$ cat src/rtl/cpu6502_branch_sequencer.sv
// PC sequencer for 6502 relative branches and JMP absolute; drives an external
// jump calculator and loads its newPC result each advancing cycle.
module cpu6502_branch_sequencer #(
   parameter logic [15:0] RESET_PC = 16'hFFFC
) (
   input  logic        clk,
   input  logic        reset,
   input  logic        advance,
   input  logic        pcLoad,
   input  logic [15:0] pcLoadValue,
   input  logic        branchStart,
   input  logic        jumpStart,
   input  logic        branchTaken,
   input  logic [7:0]  dataIn,
   input  logic [15:0] newPC,
   output logic [15:0] pc,
   output logic        increment,
   output logic        jumpRelative,
   output logic        jumpAbsolute,
   output logic [7:0]  relativeOffset,
   output logic [15:0] absoluteAddress,
   output logic        instrDone
);

   typedef enum logic [2:0] {
      FETCH,
      OPERAND,
      TAKEN,
      FIXUP,
      ADDRLO,
      ADDRHI
   } state_t;

   state_t      state, state_next;
   logic [15:0] pc_next;
   logic [15:0] fixup_pc, fixup_next;
   logic [7:0]  low_byte, low_next;
   logic [7:0]  offset_next;
   logic        done_step;

   always_ff @(posedge clk or posedge reset) begin
      if (reset) begin
         state          <= FETCH;
         pc             <= RESET_PC;
         relativeOffset <= '0;
         low_byte       <= '0;
         fixup_pc       <= '0;
      end else begin
         state          <= state_next;
         pc             <= pc_next;
         relativeOffset <= offset_next;
         low_byte       <= low_next;
         fixup_pc       <= fixup_next;
      end
   end

   always_comb begin
      state_next   = state;
      pc_next      = pc;
      offset_next  = relativeOffset;
      low_next     = low_byte;
      fixup_next   = fixup_pc;
      increment    = 1'b0;
      jumpRelative = 1'b0;
      jumpAbsolute = 1'b0;
      done_step    = 1'b0;

      case (state)
         FETCH: begin
            increment = 1'b1;
            pc_next   = newPC;
            if (jumpStart)        state_next = ADDRLO;
            else if (branchStart) state_next = OPERAND;
            else                  state_next = FETCH;
         end
         OPERAND: begin
            increment   = 1'b1;
            offset_next = dataIn;
            pc_next     = newPC;
            if (branchTaken) begin
               state_next = TAKEN;
            end else begin
               state_next = FETCH;
               done_step  = 1'b1;
            end
         end
         TAKEN: begin
            // Only the low byte moves now; the carried page arrives via FIXUP.
            jumpRelative = 1'b1;
            pc_next      = {pc[15:8], newPC[7:0]};
            fixup_next   = newPC;
            if (newPC[15:8] == pc[15:8]) begin
               state_next = FETCH;
               done_step  = 1'b1;
            end else begin
               state_next = FIXUP;
            end
         end
         FIXUP: begin
            pc_next    = fixup_pc;
            state_next = FETCH;
            done_step  = 1'b1;
         end
         ADDRLO: begin
            increment  = 1'b1;
            low_next   = dataIn;
            pc_next    = newPC;
            state_next = ADDRHI;
         end
         ADDRHI: begin
            jumpAbsolute = 1'b1;
            pc_next      = newPC;
            state_next   = FETCH;
            done_step    = 1'b1;
         end
         default: state_next = FETCH;
      endcase

      // pcLoad overrides the step regardless of advance; a stalled cycle holds everything.
      if (pcLoad) begin
         state_next  = FETCH;
         pc_next     = pcLoadValue;
         offset_next = relativeOffset;
         low_next    = low_byte;
         fixup_next  = fixup_pc;
      end else if (!advance) begin
         state_next  = state;
         pc_next     = pc;
         offset_next = relativeOffset;
         low_next    = low_byte;
         fixup_next  = fixup_pc;
      end

      instrDone = done_step & advance & ~pcLoad & ~reset;
   end

   assign absoluteAddress = {dataIn, low_byte};

endmodule

$ cat config.mk
export PLATFORM = sky130hd
export DESIGN_NAME = cpu6502_branch_sequencer
export DESIGN_NICKNAME = d
export VERILOG_FILES = /design/src/rtl/cpu6502_branch_sequencer.sv
export SDC_FILE = /design/constraint.sdc
export NUM_CORES = 1
export LEC_CHECK = 0
export CAP_MARGIN = 20
export CORE_ASPECT_RATIO = 1.75
export CORE_MARGIN = 8
export CORE_UTILIZATION = 46
export DETAILED_ROUTE_END_ITERATION = 7
export GPL_TIMING_DRIVEN = 1
export PLACE_DENSITY = 0.81
export SYNTH_ARGS = -nofsm -noshare
export SYNTH_HDL_FRONTEND = slang
export SYNTH_SLANG_ARGS = --single-unit
$ cat constraint.sdc
create_clock -name clk -period 2.02 [get_ports clk]
set_clock_uncertainty 0.1 [all_clocks]
set_input_delay 0.404 -clock clk [delete_from_list [all_inputs] [get_ports clk]]
set_output_delay 0.404 -clock clk [all_outputs]
set_load 0.01 [all_outputs]
==> impl_metrics.env <==
export IMPL_worstMarginPinSlew_ns=0.453
export IMPL_critPathBufInv=3
export IMPL_p_per_area_nw_per_um2=750
export IMPL_grt_pass1_wl_um=11300
export IMPL_drive_above_1_share_pct=33.1
export IMPL_internal_power_w=0.00217
export IMPL_synth_area_leaders="dfrtp_1 34%, dfstp_2 14%, mux2_4 8.9%"
export IMPL_crit_fanout=2
export IMPL_cts_made_buffers=5
export IMPL_p_sw_w=0.000804
export IMPL_preCtsSetupSlack_ns=-0.965
export IMPL_synth_area_um2=2690
export IMPL_fin_ws_ns=-0.282
export IMPL_worstPathCellList="clkdlybuf4s50_1 -> xor2_1 -> nor4_2 -> buf_4 -> a21oi_2 -> nor4_2 -> buf_2"
export IMPL_antenna_found_initial=0
export IMPL_synth_top_family_by_area="multiplexers"
export IMPL_die_area_um2=8640
export IMPL_cts_root_buf="clkbuf_8"
export IMPL_max_cap_violations=0
export IMPL_cts_tree="done"
export IMPL_hpwlAfterDp_um=5680
export IMPL_hold_viol=0
export IMPL_async_flop_share_pct=100
export IMPL_via_count=2132
export IMPL_core_area_um2=5740
export IMPL_initial_core_util_pct=46.8
export IMPL_swShare_pct=27.0
export IMPL_postSynthAreaPerCell_um2=12.2
export IMPL_synthAdderAreaFrac_pct=0
export IMPL_cts_hold_repair_buffers=0
export IMPL_drv_slew=0
export IMPL_fp_dieW_um=73.8
export IMPL_setup_violations=1
export IMPL_fmax_ghz=0.434
export IMPL_synth_common_cells="37 x dfrtp_1, 17 x nand2_1, 16 x mux2_2, 16 x mux2_4"
export IMPL_n_fill_cell=450
export IMPL_multi_input_area_um2=1200
export IMPL_area_growth_syn_to_layout_pct=47.8
export IMPL_wl_per_cell_um=17.5
export IMPL_syn_nets=268
export IMPL_ant_nets=0
export IMPL_grt_overflow=0
export IMPL_via_per_inst=5.16
export IMPL_drc=0
export IMPL_htreeDepth=2
export IMPL_nets=381
export IMPL_period_needed_ns=2.30
export IMPL_yosys_mux_area_fraction_pct=15.6
export IMPL_critPathMostFrequentCell="nor4_2"
export IMPL_fin_cells=413
export IMPL_cts_sinks=51
export IMPL_status="finished with violations"
export IMPL_path_delay_family="buffers and inverters"
export IMPL_cp_end_kind="output port"
export IMPL_slowest_stage="clkdlybuf4s50_1"
export IMPL_clk_pin_slew_ns=0.09
export IMPL_synth_compound_area_share_pct=15.1
export IMPL_clock_latency_ns=0.30
export IMPL_cpPeakStageDelay_ns=0.44
export IMPL_dp_cells=402
export IMPL_crit_arrival_ns=1.80
export IMPL_finalCritPeriodShare_pct=114
export IMPL_power_share_clock_pct=21.7
export IMPL_p_leak_nw=1.87
export IMPL_final_core_util_pct=69.2
export IMPL_seqPwrFrac_pct=45.5
export IMPL_post_synth_top_count_cell="dfrtp_1"
export IMPL_ys_seq_elements=51
export IMPL_synth_xor_area_share_pct=2.61
export IMPL_hp_class="flip-flop to flip-flop"
export IMPL_dr_pass1_iters=4
export IMPL_track_usage_pct=17.2
export IMPL_ys_types=39
export IMPL_crit_required_ns=1.52
export IMPL_synth_top_area_share_pct=34.5
export IMPL_drtIter0Drc=75
export IMPL_regArea_um2=1290
export IMPL_pwr_share_comb_pct=32.8
export IMPL_grt_pass1_vias=2214
export IMPL_crit_type="input pin to output port"
export IMPL_io_pins=91
export IMPL_antenna_cells=0
export IMPL_synthCells=221
export IMPL_yosys_area_share_simple_pct=10.2
export IMPL_synth_area_leader_cell="dfrtp_1"
export IMPL_slew_headroom_pct=69.8
export IMPL_port_buffers=90
export IMPL_yosysSeqAreaShare_pct=48.2
export IMPL_grt_start_max_net_pins=38
export IMPL_synth_edf_count=0
export IMPL_yosysWarnings=0
export IMPL_drt_wl_total_um=7240
export IMPL_synth_top_flop_cell="dfrtp_1"
export IMPL_place_congestion=0.821
export IMPL_rows=37
export IMPL_ir_drop_mv=0.376
export IMPL_violations="setup timing"
export IMPL_clock_path_buffers=2
export IMPL_rsz0062_at_grt="yes"
export IMPL_fp_dieH_um=117
export IMPL_start_kind="input pin"
worst paths after layout:
path	startpoint	end	slack [ns]	depth (start not counted)
max	newPC[12]	instrDone	-0.28	7
min	pc[1]	pc[1]	0.39	1
max reg2reg	state[2]	pc[7]	0.24	6
min reg2reg	pc[1]	pc[1]	0.39	1
max in group asynchronous	reset	pc[7]	0.87	4
min in group asynchronous	reset	state[1]	0.42	3
placed cells by master (no fill, tap or decap), types with 2 or more instances in the layout:
| master | synthesis | layout |
|---|---|---|
| a21o_1 | 9 | 9 |
| a21oi_1 | 10 | 9 |
| a21oi_2 | 3 | 3 |
| a221oi_1 | 14 | 14 |
| a221oi_2 | 2 | 2 |
| buf_12 | 0 | 3 |
| buf_4 | 10 | 36 |
| clkbuf_8 | 0 | 7 |
| clkdlybuf4s50_1 | 0 | 75 |
| dfrtp_1 | 37 | 37 |
| dfstp_2 | 14 | 14 |
| dlygate4sd2_1 | 0 | 7 |
| dlymetal6s2s_1 | 0 | 6 |
| inv_1 | 11 | 10 |
| mux2_2 | 16 | 16 |
| mux2_4 | 16 | 16 |
| nand2_1 | 17 | 17 |
| nor2b_1 | 10 | 10 |
| nor4_2 | 0 | 3 |
| o22ai_1 | 2 | 2 |
| o31ai_1 | 8 | 8 |
| xor2_1 | 8 | 8 |
what timing repair did:
action / in CTS / in global routing
pin swaps: 2 / 3
setup buffers: 1 / 2
cloned: 0 / 0
gates resized for setup: 16 / 9
setup endpoints to repair: 6 / 8
per-stage QoR:
step           hold slack, ns  instance area [µm²]  setup TNS [ns]  power [W]
6_report                0.387                 3970          -0.282    0.00298
2_1_floorplan           0.380                 2690               0    0.00180
5_1_grt                 0.423                 3970          -0.388    0.00313
4_1_cts                 0.384                 3930          -0.435    0.00301
3_3_place_gp            0.370                 3810           -3.03    0.00232
3_5_place_dp            0.370                 3810           -3.51    0.00236
registers in the layout, indices dropped and copies added (netlist names):
signal and flops:
fixup_pc 16, pc 16, low_byte 8, relativeOffset 8, state 3
layout make-up:
type | count | area share (%)
Clock inverter | 1 | 0.189
Sequential cell | 51 | 32.6
Multi-Input combinational cell | 136 | 30.3
Tap cell | 78 | 2.46
Timing Repair Buffer | 129 | 31.0
Clock buffer | 7 | 2.43
Inverter | 11 | 1.04
metal layers:
metal / wire length, µm / vias up / global-route usage [%]
li1: - / 1003 / -
met1: 2620 / 1043 / 17.7
met3: 399 / 13 / 3.07
met5: 0 / - / 0
met2: 4010 / 73 / 32.4
met4: 212 / 0 / 7.25
cell families (layout without fill, tap and decap cells):
family | count (synthesis) | count (layout)
buf+inv | 34 | 148
mux | 32 | 32
simple gates | 45 | 45
compound gates | 51 | 51
xor+xnor | 8 | 8
flops | 51 | 51
power by group through the flow:
| stage | Clock, W | Combinational [W] | Sequential [W] |
|---|---|---|---|
| 3_3_place_gp | 0 | 0.000961 | 0.00136 |
| 2_1_floorplan | 0 | 0.000371 | 0.00143 |
| 4_1_cts | 0.000665 | 0.000993 | 0.00135 |
| 5_1_grt | 0.000698 | 0.00105 | 0.00138 |
| 3_5_place_dp | 0 | 0.000984 | 0.00137 |
| 6_report | 0.000647 | 0.000976 | 0.00135 |
Note: power is estimated with default switching activity, not from simulation.
